[src/rtl/tcdm_arb_pkg.sv]
// Shared types and constants for the TCDM bank arbiter: master index type,
// request bundle layout and index-width helper.
package tcdm_arb_pkg;

  localparam int N_MASTER_DEF   = 4;
  localparam int ADDR_WIDTH_DEF = 11;
  localparam int DATA_WIDTH_DEF = 32;
  localparam int BE_WIDTH_DEF   = 4;
  localparam int FIFO_DEPTH_DEF = 4;

  localparam int MIDX_W = (N_MASTER_DEF > 1) ? $clog2(N_MASTER_DEF) : 1;

  typedef logic [MIDX_W-1:0] midx_t;

  typedef struct packed {
    logic                      ts_set;
    logic [ADDR_WIDTH_DEF-1:0] add;
    logic                      wen;
    logic [DATA_WIDTH_DEF-1:0] wdata;
    logic [BE_WIDTH_DEF-1:0]   be;
  } tcdm_req_t;

  // Index width for an arbitrary master count, used by parameterised instances.
  function automatic int calc_midx_w(input int n);
    return (n > 1) ? $clog2(n) : 1;
  endfunction

endpackage

[src/rtl/tcdm_arb_resp_fifo.sv]
// In-order FIFO of granted master indices; the head owns the next bank response.
module tcdm_arb_resp_fifo
  import tcdm_arb_pkg::*;
#(
  parameter int DEPTH = FIFO_DEPTH_DEF,
  parameter int IDX_W = MIDX_W
) (
  input  logic             clk,
  input  logic             rst_n,
  input  logic             push_i,
  input  logic [IDX_W-1:0] data_i,
  input  logic             pop_i,
  output logic [IDX_W-1:0] head_o,
  output logic             full_o,
  output logic             empty_o
);

  localparam int PTR_W = (DEPTH > 1) ? $clog2(DEPTH) : 1;

  logic [PTR_W-1:0] wr_ptr_q, wr_ptr_d;
  logic [PTR_W-1:0] rd_ptr_q, rd_ptr_d;
  logic [PTR_W:0]   count_q, count_d;
  logic [IDX_W-1:0] mem_q [DEPTH];
  logic             do_push, do_pop;

  assign full_o  = (count_q == (PTR_W+1)'(DEPTH));
  assign empty_o = (count_q == '0);
  assign head_o  = mem_q[rd_ptr_q];
  assign do_push = push_i & ~full_o;
  assign do_pop  = pop_i & ~empty_o;

  // Pointers wrap naturally because DEPTH is a power of two.
  always_comb begin
    wr_ptr_d = wr_ptr_q;
    rd_ptr_d = rd_ptr_q;
    count_d  = count_q;
    if (do_push) wr_ptr_d = wr_ptr_q + 1'b1;
    if (do_pop)  rd_ptr_d = rd_ptr_q + 1'b1;
    case ({do_push, do_pop})
      2'b10:   count_d = count_q + 1'b1;
      2'b01:   count_d = count_q - 1'b1;
      default: count_d = count_q;
    endcase
  end

  always_ff @(posedge clk or negedge rst_n) begin
    if (!rst_n) begin
      wr_ptr_q <= '0;
      rd_ptr_q <= '0;
      count_q  <= '0;
    end else begin
      wr_ptr_q <= wr_ptr_d;
      rd_ptr_q <= rd_ptr_d;
      count_q  <= count_d;
    end
  end

  always_ff @(posedge clk) begin
    if (do_push) mem_q[wr_ptr_q] <= data_i;
  end

endmodule

[src/rtl/tcdm_bank_arbiter.sv]
// Round-robin arbiter sharing one TCDM bank port between N_MASTER requesters,
// with in-order response routing. Optional master-0 priority: TCDM_ARB_HIPRIO_EN.
module tcdm_bank_arbiter
  import tcdm_arb_pkg::*;
#(
  parameter int N_MASTER   = N_MASTER_DEF,
  parameter int ADDR_WIDTH = ADDR_WIDTH_DEF,
  parameter int DATA_WIDTH = DATA_WIDTH_DEF,
  parameter int BE_WIDTH   = BE_WIDTH_DEF,
  parameter int FIFO_DEPTH = FIFO_DEPTH_DEF,
  localparam int IDX_W     = calc_midx_w(N_MASTER)
) (
  input  logic                           clk,
  input  logic                           rst_n,
  input  logic [N_MASTER-1:0]            req_i,
  input  logic [N_MASTER*ADDR_WIDTH-1:0] add_i,
  input  logic [N_MASTER-1:0]            wen_i,
  input  logic [N_MASTER*DATA_WIDTH-1:0] wdata_i,
  input  logic [N_MASTER*BE_WIDTH-1:0]   be_i,
  input  logic [N_MASTER-1:0]            ts_set_i,
  output logic [N_MASTER-1:0]            gnt_o,
  output logic [N_MASTER-1:0]            r_valid_o,
  output logic [DATA_WIDTH-1:0]          r_rdata_o,
  output logic                           bank_req_o,
  output logic [ADDR_WIDTH-1:0]          bank_add_o,
  output logic                           bank_wen_o,
  output logic [DATA_WIDTH-1:0]          bank_wdata_o,
  output logic [BE_WIDTH-1:0]            bank_be_o,
  output logic                           bank_ts_set_o,
  output logic [IDX_W-1:0]               bank_id_o,
  input  logic                           bank_gnt_i,
  input  logic                           bank_r_valid_i,
  input  logic [DATA_WIDTH-1:0]          bank_r_rdata_i,
  output logic                           resp_err_o
);

  logic [IDX_W-1:0] rr_ptr_q, rr_ptr_d;
  logic [IDX_W-1:0] win_idx;
  logic [IDX_W-1:0] head_idx;
  logic             resp_err_q, resp_err_d;
  logic             any_req, found, accept, pop;
  logic             fifo_full, fifo_empty;
  int               cand;

  assign any_req    = |req_i;
  assign bank_req_o = any_req & ~fifo_full;
  assign accept     = bank_req_o & bank_gnt_i;
  assign pop        = bank_r_valid_i & ~fifo_empty;
  assign bank_id_o  = bank_req_o ? win_idx : '0;
  assign resp_err_o = resp_err_q;

  // Cyclic search starting at rr_ptr; compare-and-subtract keeps non-power-of-two N correct.
  always_comb begin
    win_idx = '0;
    found   = 1'b0;
    cand    = 0;
`ifdef TCDM_ARB_HIPRIO_EN
    if (req_i[0]) begin
      found = 1'b1;
    end
    for (int off = 0; off < N_MASTER - 1; off++) begin
      cand = int'(rr_ptr_q) + off;
      if (cand >= N_MASTER) cand = cand - (N_MASTER - 1);
      if (!found && req_i[IDX_W'(cand)]) begin
        found   = 1'b1;
        win_idx = IDX_W'(cand);
      end
    end
`else
    for (int off = 0; off < N_MASTER; off++) begin
      cand = int'(rr_ptr_q) + off;
      if (cand >= N_MASTER) cand = cand - N_MASTER;
      if (!found && req_i[IDX_W'(cand)]) begin
        found   = 1'b1;
        win_idx = IDX_W'(cand);
      end
    end
`endif
  end

  always_comb begin
    bank_add_o    = '0;
    bank_wen_o    = 1'b0;
    bank_wdata_o  = '0;
    bank_be_o     = '0;
    bank_ts_set_o = 1'b0;
    gnt_o         = '0;
    r_valid_o     = '0;
    for (int m = 0; m < N_MASTER; m++) begin
      if (bank_req_o && (win_idx == IDX_W'(m))) begin
        bank_add_o    = add_i[m*ADDR_WIDTH +: ADDR_WIDTH];
        bank_wen_o    = wen_i[m];
        bank_wdata_o  = wdata_i[m*DATA_WIDTH +: DATA_WIDTH];
        bank_be_o     = be_i[m*BE_WIDTH +: BE_WIDTH];
        bank_ts_set_o = ts_set_i[m];
      end
      gnt_o[m]     = accept && (win_idx == IDX_W'(m));
      r_valid_o[m] = pop && (head_idx == IDX_W'(m));
    end
    r_rdata_o = pop ? bank_r_rdata_i : '0;
  end

  always_comb begin
    rr_ptr_d   = rr_ptr_q;
    resp_err_d = resp_err_q;
`ifdef TCDM_ARB_HIPRIO_EN
    if (accept && (win_idx != '0)) begin
      rr_ptr_d = (win_idx == IDX_W'(N_MASTER - 1)) ? IDX_W'(1) : win_idx + 1'b1;
    end
`else
    if (accept) begin
      rr_ptr_d = (win_idx == IDX_W'(N_MASTER - 1)) ? '0 : win_idx + 1'b1;
    end
`endif
    if (bank_r_valid_i && fifo_empty) resp_err_d = 1'b1;
  end

  always_ff @(posedge clk or negedge rst_n) begin
    if (!rst_n) begin
`ifdef TCDM_ARB_HIPRIO_EN
      rr_ptr_q <= IDX_W'(1);
`else
      rr_ptr_q <= '0;
`endif
      resp_err_q <= 1'b0;
    end else begin
      rr_ptr_q   <= rr_ptr_d;
      resp_err_q <= resp_err_d;
    end
  end

  tcdm_arb_resp_fifo #(
    .DEPTH (FIFO_DEPTH),
    .IDX_W (IDX_W)
  ) u_resp_fifo (
    .clk     (clk),
    .rst_n   (rst_n),
    .push_i  (accept),
    .data_i  (win_idx),
    .pop_i   (pop),
    .head_o  (head_idx),
    .full_o  (fifo_full),
    .empty_o (fifo_empty)
  );

endmodule

[config.mk]
export PLATFORM = sky130hd
export DESIGN_NAME = tcdm_bank_arbiter
export DESIGN_NICKNAME = d
export VERILOG_FILES = /design/src/rtl/tcdm_arb_pkg.sv /design/src/rtl/tcdm_arb_resp_fifo.sv /design/src/rtl/tcdm_bank_arbiter.sv
export SDC_FILE = /design/constraint.sdc
export NUM_CORES = 1
export LEC_CHECK = 0
export BUFFER_PORTS_ARGS = -buffer_cell sky130_fd_sc_hd__buf_2
export CAP_MARGIN = 25
export CELL_PAD_IN_SITES_DETAIL_PLACEMENT = 1
export CELL_PAD_IN_SITES_GLOBAL_PLACEMENT = 2
export CORE_ASPECT_RATIO = 0.75
export CORE_MARGIN = 8
export CORE_UTILIZATION = 14
export DETAILED_ROUTE_END_ITERATION = 12
export PLACE_DENSITY = 0.82
export SLEW_MARGIN = 25
export SYNTH_ARGS = -nofsm -noshare
export SYNTH_HDL_FRONTEND = slang
export SYNTH_SLANG_ARGS = --single-unit
[constraint.sdc]
create_clock -name clk -period 3.1 [get_ports clk]
set_input_delay 0.62 -clock clk [delete_from_list [all_inputs] [get_ports clk]]
set_output_delay 0.62 -clock clk [all_outputs]
set_load 0.005 [all_outputs]
Word level (Yosys, flattened, before mapping). Memory sizes are Yosys's and may differ from the RTL's. Cells that the tools add are included.

Add/sub/neg operators: 12. Divide/modulo/power cells: 0. Eq/ne operators: 9. $mul: 0. Muxes and demuxes: 49. $lt $le $gt $ge: 8. Reduce and logical (&&, ||, !) cells: 24. Bitwise gates (word level): 7. Shift-type cells: 0.

Operator list (number): $mux W32 (5); $mux W11 (4); $mux W1 (21); $mux W2 (10); $logic_and A1 B1 Y1 (16); $lt A2 B4 Y1 const B (4); $mux W4 (4); $eq A2 B2 Y1 const B (5); $ge A3 B3 Y1 const B (3); $bmux W1 S2 (4); $sub A2 B1 Y2 const B (4); $add A2 B1 Y2 const B (3); $add A2 B2 Y3 const B (2); $eq A2 B1 Y1 const B (3); $pmux W3 S2 (1); $and A1 B1 Y1 (5); $logic_not A2 Y1 (2); $reduce_or A4 Y1 (1); $add A2 B1 Y3 const B (1); $add A3 B1 Y3 const B (1); $eq A3 B3 Y1 const B (1); $ge A2 B3 Y1 const B (1); $logic_not A1 Y1 (3); $logic_not A3 Y1 (1); other kinds (3) (4).

Logic and storage cells: 115. Bits of input ports: 236. Bits in latches: 0. Register bits after elaboration: 10. Bits in writable memories: 8. Memory bits (read-only): 0. Output and inout bits: 93. Memories kept: 1.

Memory list: u_resp_fifo.mem_q (depth 4, width 2, rd ports 1, clocked after Yosys merged registers in 0, write ports 1, RTL line tcdm_arb_resp_fifo.sv:23) `logic [IDX_W-1:0] mem_q [DEPTH];`.

Longest topological paths before layout. Gate-level depths: netlist of the first run.

Word-level depth: 21. Gate-level depth with buffers: 11. Mapped depth without buffers: 10.

By module. From an unflattened synthesis of the first run, not the netlist that was laid out.

Cells, all modules: 468. Area, all modules: 3261.9 µm².

Modules (own cells, without submodules): tcdm_bank_arbiter (instances 1, sequential area each 75.1 µm², area an instance 2536.2 µm², cells each 421); tcdm_arb_resp_fifo (instances 1, sequential area each 415.4 µm², area an instance 725.7 µm², cells each 47).

Worst setup path before layout of the first run. No wires, ideal clock.

Path kind: input to output. From: input port req_i[0]. To: output port bank_add_o[0]. Required time: 2.480 ns. Arrival time: 2.305 ns. Buffers on the path: 3. Stages on the path: 11. Setup slack: 0.175 ns. Cell sequence: a21oi_1 -> o21a_1 -> o22ai_1 -> inv_1 -> ha_1 -> or2_1 -> clkbuf_1 -> buf_6 -> buf_6 -> a221oi_1 -> nor3_1.

Word-level cells in the longest chain between the ends: 19. Elaborated cells between the ends (all ways): 39. Those cells by class: eq/ne (3); mux (23); bitwise (1); reduce/logical (12).

Ends and longest elaborated chain: start: declaration (RTL line tcdm_bank_arbiter.sv:15) `input logic [N_MASTER-1:0] req_i,`; $bmux W1 S2 (RTL line tcdm_bank_arbiter.sv:73) `if (!found && req_i[IDX_W'(cand)]) begin`; $mux W1 (not written as such) (2 in series) (RTL line tcdm_bank_arbiter.sv:73); $mux W1 (RTL line tcdm_bank_arbiter.sv:73); $logic_not A1 Y1 (RTL line tcdm_bank_arbiter.sv:73); $logic_and A1 B1 Y1 (RTL line tcdm_bank_arbiter.sv:73); $mux W1 (RTL line tcdm_bank_arbiter.sv:73); $logic_not A1 Y1 (RTL line tcdm_bank_arbiter.sv:73); $logic_and A1 B1 Y1 (RTL line tcdm_bank_arbiter.sv:73); $mux W1 (RTL line tcdm_bank_arbiter.sv:73); $logic_not A1 Y1 (RTL line tcdm_bank_arbiter.sv:73); $logic_and A1 B1 Y1 (RTL line tcdm_bank_arbiter.sv:73); $mux W2 * (RTL line tcdm_bank_arbiter.sv:73); named net u_resp_fifo.data_i[1] (RTL line tcdm_arb_resp_fifo.sv:11) `input logic [IDX_W-1:0] data_i,`; $logic_not A2 Y1 (RTL line tcdm_bank_arbiter.sv:90) `if (bank_req_o && (win_idx == IDX_W'(m))) begin`; $logic_and A1 B1 Y1 (RTL line tcdm_bank_arbiter.sv:90); $mux W11 (3 in series) (RTL line tcdm_bank_arbiter.sv:90); $mux W11 * (RTL line tcdm_bank_arbiter.sv:90); end: declaration (RTL line tcdm_bank_arbiter.sv:25) `output logic [ADDR_WIDTH-1:0] bank_add_o,`.

The timed path passes the listed nets; every way through them passes the cells marked *. The select of a mux whose other input is x is not followed.

Worst setup path in the final report of the first run.
From: input port req_i[0]. To: output port bank_wdata_o[21].

Word-level cells in the longest chain between the ends: 19. Elaborated cells between the ends (all ways): 39. Those cells by class: eq/ne (3); mux (23); bitwise (1); reduce/logical (12).

Ends and longest elaborated chain: $bmux W1 S2 (RTL line tcdm_bank_arbiter.sv:73); $mux W1 (not written as such) (2 in series) (RTL line tcdm_bank_arbiter.sv:73); $mux W1 (RTL line tcdm_bank_arbiter.sv:73); $logic_not A1 Y1 (RTL line tcdm_bank_arbiter.sv:73); $logic_and A1 B1 Y1 (RTL line tcdm_bank_arbiter.sv:73); $mux W1 (RTL line tcdm_bank_arbiter.sv:73); $logic_not A1 Y1 (RTL line tcdm_bank_arbiter.sv:73); $logic_and A1 B1 Y1 (RTL line tcdm_bank_arbiter.sv:73); $mux W1 (RTL line tcdm_bank_arbiter.sv:73); $logic_not A1 Y1 (RTL line tcdm_bank_arbiter.sv:73); $logic_and A1 B1 Y1 (RTL line tcdm_bank_arbiter.sv:73); $mux W2 (RTL line tcdm_bank_arbiter.sv:73); $logic_not A2 Y1 (RTL line tcdm_bank_arbiter.sv:90); $logic_and A1 B1 Y1 (RTL line tcdm_bank_arbiter.sv:90); $mux W32 (3 in series) (RTL line tcdm_bank_arbiter.sv:90); $mux W32 * (RTL line tcdm_bank_arbiter.sv:90); end: declaration (RTL line tcdm_bank_arbiter.sv:27) `output logic [DATA_WIDTH-1:0] bank_wdata_o,`.

Mark *: on every way between the ends. The rest lies on a longest branch, timed or not. The select of a mux whose other input is x is not followed.

==> results.json, run 1 <==
{
  "status": "complete, no violations",
  "grtUsageMet3": 0.0338,
  "core-area_um2": 16900,
  "cts_root_buffer": "clkbuf_16",
  "cpPeakStageDelay_ps": 230,
  "cts_inserted_buffers": 3,
  "grt_max_degree": 49,
  "maxSlewHeadroom": 0.729,
  "fin_crit_sh": 0.985,
  "multiInputGateArea_um2": 2160,
  "irDropWorstVdd_uv": 258,
  "synth.distinct_cells": 35,
  "fin_skew_ps": 4.17,
  "synth-adder-area-share": 0.0546,
  "cp_cell_sequence": "buf_8, a21oi_2, o21a_1, o22ai_2, buf_6, ha_4, nor2b_4, buf_12, clkbuf_16, a221oi_2, nor3_1, buf_2",
  "yosysSeqAreaShare": 0.202,
  "drive_gt1_frac": 0.699,
  "fin_setup_tns_ps": 0,
  "yosys_warnings": 0,
  "worst-r2r-setup-slack_ps": 1010,
  "initial_core_util": 0.144,
  "synth_top_family_by_area": "compound AO/OA/AOI/OAI gates",
  "crit_path_end_kind": "output pin",
  "viasPerCell": 4.66,
  "grt_use_met1": 0.154,
  "synthesis.nets": 552,
  "grt-ovfl-total": 0,
  "ios": 329,
  "crit_end": "bank_wdata_o[21]",
  "via_count": 4027,
  "timing.fmax_mhz": 328,
  "cts_sinks": 18,
  "die_w_um": 168,
  "cts_tree": "done",
  "netlist_area_um2": 2430,
  "crit_start": "req_i[0]",
  "tightest_slew_ps": 403,
  "cts.clk_slew.worst_paths_ps": 50,
  "p_leak_nw": 2.70,
  "hold_violations": 0,
  "reg2regPathDepth": 10,
  "critPathArrivalTime_ps": 2430,
  "crit_path_top_delay_cell": "nor2b_4",
  "track_usage": 0.139,
  "layout_commonest_cell": "buf_2",
  "p_per_area_nw_per_um2": 904,
  "io_buffers": 328,
  "final_nets": 895,
  "h-tree-depth": 1,
  "layout.area.seq_um2": 492,
  "dpl.cell_count": 840,
  "grt_pass1_wl_um": 24400,
  "area_growth_pct": 119,
  "final_util": 0.315,
  "min_period_ps": 3050,
  "drt_iter0_drc": 127,
  "drt_wl_total_um": 18000,
  "grt_setup_unrepaired": "yes",
  "grt_pass1_vias": 4408,
  "synth_mux_area_frac": 0.0454,
  "routedWlPerCell_um": 20.8,
  "synthCells": 306,
  "yosys_register_bits": 18,
  "fillers": 2080,
  "synthSimpleGateAreaFrac": 0.254,
  "clockBufferDepth": 2,
  "crit_type": "in -> out",
  "hpwl_um": 13400,
  "required_ps": 2480,
  "met2_usage": 0.269,
  "synth-xor-area-share": 0.0216,
  "maxSlewViolCount": 0,
  "drc_errors": 0,
  "drv_cap": 0,
  "fp-row-count": 41,
  "start_kind": "input port",
  "finalSetupViolations": 0,
  "fin_cells": 864,
  "hold_path.class": "in -> async",
  "crit_path_max_fanout": 8,
  "cts_hold_buf": 0,
  "antenna_left": 0,
  "antenna_found_initial": 1,
  "fp.dieH_um": 130,
  "die-area_um2": 21900,
  "reg2reg_from": "u_resp_fifo.count_q[0]",
  "finalPower_w": 0.00481,
  "synth_compound_area_frac": 0.327,
  "syn_area_per_cell_um2": 7.93,
  "gp_congestion": 0.800,
  "worstSkewPairLatency_ps": 240,
  "r2r_end": "u_resp_fifo.count_q[2]",
  "top_usage_layer": "met2",
  "dr.pass1.iters": 4,
  "mostFrequentLayoutCells": "buf_2, o22ai_1, nor3_1, a221oi_2, and2_1"
}
[worst max-delay path: cells and delay by family]
family / cells / cell delay, ps
buf+inv: 5 / 740
compound gates: 4 / 510
simple gates: 2 / 400
fa+ha+maj: 1 / 150
[cells by family (layout without fill, tap and decap cells)]
group           count (synthesis)  count (layout)
buf+inv                        48             388
simple gates                  110             112
fa+ha+maj                      10              10
xor+xnor                        6               6
compound gates                107             107
other cells                     0               1
mux                             7               7
flops                          18              18
[timing repair]
item                                    CTS  global route
buffers inserted                          3             5
endpoints found under the setup margin   49            49
gates cloned                              2             9
gates resized for setup                  22            68
pin swaps                                 1            13
endpoints found under the hold margin     0             0
[report_power, final]
part / switching, W / internal [W]
sequential: 0.0000924 / 0.000360
combinational: 0.00205 / 0.00203
clock: 0.0000799 / 0.000196
[routing by layer]
metal | part of all wire | vias up | wire, um
met2 | 0.53 | 166 | 9530
met4 | 0.010 | 0 | 180
li1 | - | 1917 | -
met3 | 0.067 | 10 | 1210
met1 | 0.39 | 1934 | 7090
met5 | 0 | - | 0
[layout make-up]
| cell class | instances | share of cell area |
|---|---|---|
| repair buffers | 373 | 0.425 |
| multi-input cells | 242 | 0.405 |
| flip-flops and latches | 18 | 0.0924 |
| well taps | 215 | 0.0505 |
| clock buffers | 4 | 0.0167 |
| inverters | 11 | 0.00964 |
| diodes | 1 | 0.000470 |
[worst min-delay path by stage]
stage | endpoint | cells after the start | slack (ps)
floorplan | resp_err_o | 0 | 320
global placement | resp_err_o | 1 | 440
detailed placement | resp_err_o | 1 | 460
CTS | rr_ptr_q[0] | 1 | 230
global route | u_resp_fifo.count_q[2] | 1 | 240
finish | u_resp_fifo.count_q[2] | 1 | 220
[sequential cells by signal, summed over array words and instances, names as in the netlist]
name	count
rr_ptr_q	2
u_resp_fifo.wr_ptr_q	2
u_resp_fifo.mem_q	8
u_resp_fifo.count_q	3
u_resp_fifo.rd_ptr_q	2
resp_err_o	1
[synth_stat cells, drive strengths merged]
cell    instances  area, um^2
nor3           50         250
o22ai          49         307
a221oi         48         420
and2           32         200
buf            19         119
clkbuf         18        67.6
inv            11        46.3
dfrtp          10         250
ha              9         113
and3            8        50.1
edfxtp          8         240
nor2            7        26.3
nand2           6        38.8
a21oi           4        20.0
a21o            3        22.5
mux2            3        45.0
xnor2           3        26.3
xor2            3        26.3
mux2i           2        20.0
mux4            2        45.0
nor2b           2        15.0
a211oi          1        7.51
and3b           1        8.76
fa              1        20.0
nand2b          1        6.26
nor3b           1        7.51
nor4            1        6.26
o21a            1        7.51
o221ai          1        8.76
or2             1        6.26
[per-stage QoR]
stage	cell area, um^2	hold WS, ps	worst slack (ps)
after global routing	5320	238	-66.4
after detailed placement	4440	456	-248
after global placement	4440	437	-241
final	5320	225	47.1
after CTS	4690	229	-34.5
after floorplan	2430	324	175
Note: power is estimated with default switching activity, not from simulation.
==> inputs of run 2 (changes only) <==
--- a/config.mk
+++ b/config.mk
@@ -11,9 +11,9 @@
 export CELL_PAD_IN_SITES_GLOBAL_PLACEMENT = 2
 export CORE_ASPECT_RATIO = 0.75
 export CORE_MARGIN = 8
-export CORE_UTILIZATION = 14
+export CORE_UTILIZATION = 12
 export DETAILED_ROUTE_END_ITERATION = 12
-export PLACE_DENSITY = 0.82
+export PLACE_DENSITY = 0.74
 export SLEW_MARGIN = 25
 export SYNTH_ARGS = -nofsm -noshare
 export SYNTH_HDL_FRONTEND = slang
==> constraint.sdc (replaced) <==
create_clock -name clk -period 2.8 [get_ports clk]
set_input_delay 0.56 -clock clk [delete_from_list [all_inputs] [get_ports clk]]
set_output_delay 0.56 -clock clk [all_outputs]
set_load 0.005 [all_outputs]
==> results.json, run 2 (synthesis gave the netlist of run 1 again) <==
{
  "maxSlewHeadroom": 0.778,
  "hold_path.class": "in -> async",
  "timing.fmax_mhz": 336,
  "cts.clk_slew.worst_paths_ps": 50,
  "crit_path_max_fanout": 5,
  "dpl.cell_count": 887,
  "worstSkewPairLatency_ps": 250,
  "p_leak_nw": 2.87,
  "ios": 329,
  "final_area_um2": 5800,
  "finalSetupViolations": 50,
  "antenna_left": 0,
  "drt_wl_total_um": 20100,
  "fp-row-count": 45,
  "die-area_um2": 25100,
  "grt_max_degree": 49,
  "p_per_area_nw_per_um2": 1020,
  "whs_ps": 177,
  "viasPerCell": 4.49,
  "reg2regPathDepth": 10,
  "antenna_found_initial": 5,
  "start_kind": "input port",
  "worst_slack_ps": -180,
  "maxSlewViolCount": 0,
  "hpwl_um": 14100,
  "drv_cap": 0,
  "crit_path_top_delay_cell": "a221oi_4",
  "crit_type": "in -> out",
  "multiInputGateArea_um2": 2270,
  "fin_cells": 921,
  "die_w_um": 180,
  "area_growth_pct": 139,
  "hold_violations": 0,
  "grt_pass1_wl_um": 28400,
  "path_depth": 13,
  "status": "complete, but fails checks",
  "critPathArrivalTime_ps": 2420,
  "grt_setup_unrepaired": "yes",
  "irDropWorstVdd_uv": 285,
  "drive_gt1_frac": 0.730,
  "gp_congestion": 0.804,
  "grt_pass1_vias": 4597,
  "fp.dieH_um": 139,
  "cpPeakStageDelay_ps": 270,
  "drc_errors": 0,
  "fillers": 2441,
  "via_count": 4135,
  "layout_commonest_cell": "buf_2",
  "mostFrequentLayoutCells": "buf_2, nor3_1, a221oi_2, o22ai_1, and2_1",
  "final_nets": 909,
  "violations": "setup timing",
  "io_buffers": 328,
  "dr.pass1.iters": 4,
  "largest_reg_flops": 8,
  "clockBufferDepth": 2,
  "cts_root_buffer": "clkbuf_16",
  "cts_tree": "done",
  "crit_path_end_kind": "output pin",
  "tightest_slew_ps": 329,
  "track_usage": 0.143,
  "core-area_um2": 20000,
  "path_delay_family": "buffers and inverters",
  "cts_sinks": 18,
  "drt_iter0_drc": 161,
  "required_ps": 2240,
  "fin_setup_tns_ps": -6530,
  "fin_crit_sh": 1.06,
  "cp_cell_sequence": "buf_2, a21oi_2, o21a_1, o22ai_2, buf_6, ha_4, nor2b_4, buf_12, buf_12, buf_16, a221oi_4, nor3_2, buf_2",
  "regMostFlops": "u_resp_fifo.mem_q",
  "layout.area.seq_um2": 492,
  "routedWlPerCell_um": 21.8,
  "h-tree-depth": 1,
  "initial_core_util": 0.121,
  "reg.largest.list": "u_resp_fifo.mem_q (8), u_resp_fifo.count_q (3)",
  "placed_cell_area_um2": 4580,
  "cts_inserted_buffers": 3,
  "worst-r2r-setup-slack_ps": 670,
  "fin_skew_ps": 1.79,
  "path_buf_inv": 6,
  "grt-ovfl-total": 0,
  "min_period_ps": 2980,
  "cts_hold_buf": 0
}
==> run 2: changes by cell type in the layout (fill, tap and decap cells not counted), sizes merged <==
cell    before  now
buf        365  384
clkbuf      12    8
clkinv       0    1
nor2b        3    2
or2          2    1
==> run 2: report_power, final <==
group / internal, W / total, W / switching [W]
registers: 0.000399 / 0.000500 / 0.000102
clock network: 0.000190 / 0.000281 / 0.0000913
logic: 0.00264 / 0.00513 / 0.00248
total: 0.00323 / 0.00591 / 0.00268
==> run 2: layout make-up <==
type	instances	share of cell area
inverter	11	0.00927
clock inverter	1	0.000647
timing repair buffer	389	0.446
tap	258	0.0556
sequential	18	0.0847
clock buffer	3	0.0129
multi-input combinational	240	0.391
antenna	1	0.000431
==> run 2: final timing paths <==
kind | start | end
worst max-delay path | req_i[0] | bank_wdata_o[5]
worst min-delay path | rst_n | u_resp_fifo.count_q[2]
worst max register to register | u_resp_fifo.count_q[0] | u_resp_fifo.count_q[2]
worst min register to register | resp_err_o | resp_err_o
max in group asynchronous | rst_n | rr_ptr_q[1]
min in group clk | resp_err_o | resp_err_o
==> run 2: per-stage QoR <==
stage / power (W) / setup WS [ps] / util
floorplan: 0.00236 / 42.5 / -
global placement: 0.00405 / -244 / 0.228
detailed placement: 0.00409 / -299 / 0.228
CTS: 0.00540 / -163 / 0.267
global route: 0.00634 / -278 / 0.290
finish: 0.00591 / -180 / 0.290
==> run 2: what timing repair did <==
item / CTS / global route
resized for setup: 69 / 42
setup buffers: 10 / 4
endpoints found under the setup margin: 49 / 50
cloned: 10 / 5
pin swaps: 5 / 11
==> run 2: routing by layer <==
metal / part of all wire / up-vias / GRT usage
met5: 0.0017 / - / 0
met4: 0.0088 / 6 / 0.0126
met3: 0.064 / 19 / 0.0380
met2: 0.50 / 171 / 0.259
met1: 0.42 / 1997 / 0.172
li1: - / 1942 / -
